$ cat config.mk
export PLATFORM = sky130hd
export DESIGN_NAME = ifid_stage_reg
export DESIGN_NICKNAME = d
export VERILOG_FILES = /design/src/rtl/ifid_stage_reg.sv
export SDC_FILE = /design/constraint.sdc
export NUM_CORES = 1
export LEC_CHECK = 0
export CORE_UTILIZATION = 30
export DETAILED_ROUTE_END_ITERATION = 12
export GPL_ROUTABILITY_DRIVEN = 0
export HOLD_SLACK_MARGIN = 0.06
export PLACE_DENSITY = 0.75
export SYNTH_ARGS = -nofsm -noshare
export SYNTH_HDL_FRONTEND = slang
export SYNTH_SLANG_ARGS = --single-unit
$ cat constraint.sdc
create_clock -name clk -period 2.1 [get_ports clk]
set_clock_uncertainty 0.1 [all_clocks]
set_input_delay 0.42 -clock clk [delete_from_list [all_inputs] [get_ports clk]]
set_output_delay 0.42 -clock clk [all_outputs]
set_load 0.02 [all_outputs]
$ cat src/rtl/ifid_stage_reg.sv
// IF/ID pipeline register with load-use stall, branch flush and stall watchdog; optional STALL_PERF_CNT_EN adds perf_stall_count.
// Latency: 1 cycle fetch-to-decode; pc_write_en/idex_bubble are combinational from hazard_detected and ifid_valid.
// Backpressure: a stall holds IF/ID and drops pc_write_en, so fetch must hold its instruction while stalled.
module ifid_stage_reg #(
  parameter int                DATA_W    = 32,
  parameter logic [DATA_W-1:0] NOP_INSTR = '0,
  parameter int                MAX_STALL = 15
) (
  input  logic              clk,
  input  logic              rst_n,
  input  logic              fetch_valid,
  input  logic [DATA_W-1:0] instr_in,
  input  logic [DATA_W-1:0] pc_plus4_in,
  input  logic              hazard_detected,
  input  logic              branch_taken,
  output logic [DATA_W-1:0] ifid_instr,
  output logic [DATA_W-1:0] ifid_pc_plus4,
  output logic              ifid_valid,
  output logic [4:0]        ifid_reg_rs,
  output logic [4:0]        ifid_reg_rt,
  output logic              pc_write_en,
  output logic              idex_bubble,
`ifdef STALL_PERF_CNT_EN
  output logic [31:0]       perf_stall_count,
`endif
  output logic              stall_timeout
);

  typedef enum logic {RUN, STALL} state_t;

  localparam logic [7:0] MAX_STALL_C = 8'(MAX_STALL);

  state_t     state;
  logic [7:0] stall_run;
  logic       stall;

  // A bubble sitting in IF/ID has no consumer to protect, so it never stalls.
  assign stall       = hazard_detected & ifid_valid;
  assign pc_write_en = ~stall;
  assign idex_bubble = stall;
  assign ifid_reg_rs = ifid_instr[25:21];
  assign ifid_reg_rt = ifid_instr[20:16];

  always_ff @(posedge clk or negedge rst_n) begin
    if (!rst_n) begin
      ifid_instr    <= NOP_INSTR;
      ifid_pc_plus4 <= '0;
      ifid_valid    <= 1'b0;
    end else if (stall) begin
      ifid_instr    <= ifid_instr;
    end else if (branch_taken) begin
      ifid_instr    <= NOP_INSTR;
      ifid_pc_plus4 <= pc_plus4_in;
      ifid_valid    <= 1'b0;
    end else if (fetch_valid) begin
      ifid_instr    <= instr_in;
      ifid_pc_plus4 <= pc_plus4_in;
      ifid_valid    <= 1'b1;
    end else begin
      ifid_instr    <= NOP_INSTR;
      ifid_valid    <= 1'b0;
    end
  end

  always_ff @(posedge clk or negedge rst_n) begin
    if (!rst_n) begin
      state         <= RUN;
      stall_run     <= 8'd0;
      stall_timeout <= 1'b0;
    end else begin
      case (state)
        RUN:     if (stall)  state <= STALL;
        STALL:   if (!stall) state <= RUN;
        default: state <= RUN;
      endcase
      if (stall) begin
        if (stall_run < MAX_STALL_C) stall_run <= stall_run + 8'd1;
        // Flag on the edge where the run count lands on the limit; sticky until reset.
        if (stall_run >= MAX_STALL_C - 8'd1) stall_timeout <= 1'b1;
      end else begin
        stall_run <= 8'd0;
      end
    end
  end

`ifdef STALL_PERF_CNT_EN
  always_ff @(posedge clk or negedge rst_n) begin
    if (!rst_n)     perf_stall_count <= 32'd0;
    else if (stall) perf_stall_count <= perf_stall_count + 32'd1;
  end
`endif

endmodule

==> impl_metrics.env, run 1 <==
export IMPL_rsz0062_at_grt="no"
export IMPL_portBuffers=146
export IMPL_power_leakage_nw=2.00
export IMPL_ys_top_cells_by_area="dfrtp_1 (65%), mux2_2 (12%), a22o_1 (9.9%), buf_4 (3.4%), and3_1 (1.1%)"
export IMPL_p_sw_mw=0.922
export IMPL_critPathLaunchType="input pin"
export IMPL_firstDrtPassIters=4
export IMPL_grt_usage_pct=13.5
export IMPL_avgSynthCellArea_um2=15.0
export IMPL_arrival_ns=1.47
export IMPL_post_cts_buffers=0
export IMPL_seq_area_frac_synth_pct=65.5
export IMPL_vias=2110
export IMPL_tritoncts="done"
export IMPL_reg2reg_depth=6
export IMPL_hp_class="reg2reg"
export IMPL_cts_root_buf="clkbuf_8"
export IMPL_crit_required_ns=1.58
export IMPL_yosysUniqueCellTypes=29
export IMPL_r2r_start="ifid_valid$_DFFE_PN0N_"
export IMPL_wirelength_um=6520
export IMPL_finalCritPeriodShare_pct=95.0
export IMPL_seq_power_share_pct=46.6
export IMPL_syn_cell_area_um2=2830
export IMPL_met2_usage_pct=22.2
export IMPL_hold_end="stall_timeout$_DFFE_PN0P_"
export IMPL_fp_row_count=35
export IMPL_maxCapViolations=0
export IMPL_setup_viol=0
export IMPL_relSlewSlack_pct=55.1
export IMPL_antenna_found_initial=0
export IMPL_drive_above_1_share_pct=17.6
export IMPL_io_pins=147
export IMPL_endpoint_kind="output port"
export IMPL_insertedDiodeCount=0
export IMPL_grt_met1_usage_pct=16.9
export IMPL_hold_start="stall_timeout$_DFFE_PN0P_"
export IMPL_clkPwrFrac_pct=31.3
export IMPL_critPathKind="in2out"
export IMPL_grt_max_degree=40
export IMPL_period_needed_ns=1.99
export IMPL_path_max_fanout=7
export IMPL_drtIter0Drc=50
export IMPL_cts_max_level=3
export IMPL_met3_usage_pct=3.30
export IMPL_die_area_um2=9820
export IMPL_hold_viol_final=0
export IMPL_combPwrFrac_pct=22.2
export IMPL_overflow=0
export IMPL_post_route_drc_count=0
export IMPL_cts_buffer_depth=2
export IMPL_numClockSinks=74
export IMPL_ys_ff_latch=74
export IMPL_busiest_layer="met2"
export IMPL_synth_top_area_share_pct=65.5
export IMPL_p_int_mw=2.52
export IMPL_tightest_slew_ns=0.671
export IMPL_syn_num_nets=260
export IMPL_grt_first_pass_wirelength_um=10400
export IMPL_fmax_mhz=501
export IMPL_r2r_end="ifid_pc_plus4[4]$_DFFE_PN0P_"
export IMPL_yosys_warnings=0
export IMPL_fp_coreArea_um2=9200
export IMPL_first_global_vias=2145
export IMPL_ant_nets=0
export IMPL_wl_per_cell_um=14.5
export IMPL_peakVddDrop_v=0.000345
export IMPL_dp_hpwl_um=4720
export IMPL_fin_cells=451
export IMPL_dp_cells=434
export IMPL_synth_top_cell_by_area="dfrtp_1"
export IMPL_dp_worst_setup_slack_ns=-0.287
export IMPL_total_power_mw=3.44
export IMPL_synthToLayoutAreaGrowth_pct=62.3
export IMPL_crit_start="hazard_detected"
export IMPL_holdPathStages=1
export IMPL_status="finished clean"
export IMPL_via_per_inst=4.68
export IMPL_cts_buffers=9
export IMPL_r2r_slack_ns=0.42
export IMPL_die_x_um=99.1
export IMPL_initial_core_util_pct=30.8
export IMPL_hold_slack_ns=0.378
export IMPL_switching_share_pct=26.8
export IMPL_nets=406
export IMPL_finalMaxSlewViolations=0
export IMPL_syn_inst=189
export IMPL_die_h_um=99.1
export IMPL_clk_latency_ns=0.33
export IMPL_path_clk_slew_ns=0.07
export IMPL_fin_ws_ns=0.105
export IMPL_power_density_nw_per_um2=749
power by group through the flow:
| stage | Clock (mW) | Sequential, mW | Combinational (mW) |
|---|---|---|---|
| after detailed placement | 0 | 1.63 | 0.773 |
| final | 1.08 | 1.60 | 0.762 |
| after CTS | 1.13 | 1.60 | 0.773 |
| after global routing | 1.19 | 1.62 | 0.808 |
| after floorplan | 0 | 1.76 | 0.194 |
| after global placement | 0 | 1.62 | 0.763 |
cell usage after synthesis:
cell	instances
ha_1	2
and4b_1	1
a22o_1	32
nor4_2	1
clkbuf_1	2
nand2b_1	1
or2_2	1
o21ai_0	1
inv_2	1
nor2_2	1
buf_2	3
nor3_1	1
a21oi_1	4
buf_1	1
o41ai_1	1
or4_4	1
and3_1	5
o211ai_1	1
mux2_1	2
a311oi_1	1
o311ai_1	1
nand2_2	1
buf_4	13
nand3_1	3
nor2_1	2
nand2_1	1
mux2_2	30
dfrtp_1	74
inv_1	1
state kept, by name, summed over array words and instances (netlist names):
signal and flops:
ifid_instr 32, ifid_pc_plus4 32, ifid_valid 1, stall_run 8, stall_timeout 1
critical path, cell delays in order:
cell and delay, ns:
clkdlybuf4s50_1 0.50, nand2_2 0.07, buf_4 0.17, dlygate4sd2_1 0.32
cell usage in the layout (no fill, tap or decap), drive strengths merged, types with 2 or more instances in the layout:
cell type      count
nand3              3
mux2              32
clkinvlp           2
a22o              32
clkdlybuf4s50    143
a21oi              4
inv                2
and3               5
nor2               3
clkbuf            10
nand2              2
clkinv             3
ha                 2
dlygate4sd2        2
dfrtp             74
buf                8
metrics by stage:
step           utilization [%]  setup TNS, ns  area, um^2
2_1_floorplan                -              0        2830
3_3_place_gp              47.7          -7.46        4380
3_5_place_dp              47.7          -8.47        4380
4_1_cts                   49.9              0        4590
5_1_grt                   49.9              0        4590
6_report                  49.9              0        4590
how the worst max path moves through the flow:
| stage | to | slack, ns | depth (start not counted) |
|---|---|---|---|
| global placement | ifid_instr[10]$_DFFE_PN0N_ | -0.23 | 5 |
| global route | idex_bubble | 0.05 | 4 |
| finish | pc_write_en | 0.11 | 4 |
| floorplan | idex_bubble | 0.31 | 3 |
| detailed placement | ifid_instr[10]$_DFFE_PN0N_ | -0.29 | 4 |
| CTS | ifid_instr[10]$_DFFE_PN0N_ | 0.08 | 5 |
per-layer routing:
| layer | wire length (um) | up-vias | share of wire, % |
|---|---|---|---|
| met3 | 317 | 13 | 4.9 |
| met4 | 133 | 0 | 2.0 |
| met1 | 2750 | 1043 | 42 |
| li1 | - | 979 | - |
| met2 | 3320 | 75 | 51 |
| met5 | 0 | - | 0 |
cell type report:
type                    count  area [um^2]
clock buffers              10          128
fillers                   809         4610
inverters                   2         7.51
multi-input cells          94          853
well taps                 111          139
repair buffers            154         1540
clock inverters             6         67.6
flip-flops and latches     74         1850
logic make-up (layout without fill, tap and decap cells):
| group | after synthesis | in the layout | share of synthesized area [%] |
|---|---|---|---|
| flip-flops | 74 | 74 | 65.5 |
| AO/OA/AOI/OAI | 41 | 41 | 12.0 |
| multiplexers | 32 | 32 | 12.7 |
| buffers and inverters | 21 | 172 | 4.64 |
| AND/OR/NAND/NOR | 19 | 19 | 4.29 |
| adder cells (fa/ha/maj) | 2 | 2 | 0.884 |
repair_timing:
action,in CTS,in global routing
resized for setup,2,1
setup endpoints to repair,2,32
hold buffers,1,0
hold endpoints to repair,38,0
Note: power is estimated with default switching activity, not from simulation.
==> run 2: changes to the inputs <==
--- a/config.mk
+++ b/config.mk
@@ -6,6 +6,7 @@
 export NUM_CORES = 1
 export LEC_CHECK = 0
 export CORE_UTILIZATION = 30
+export CTS_CLUSTER_DIAMETER = 120
 export DETAILED_ROUTE_END_ITERATION = 12
 export GPL_ROUTABILITY_DRIVEN = 0
 export HOLD_SLACK_MARGIN = 0.06
==> results of run 2 <==
Final layout, timing and power as in run 1 (identical DEF).
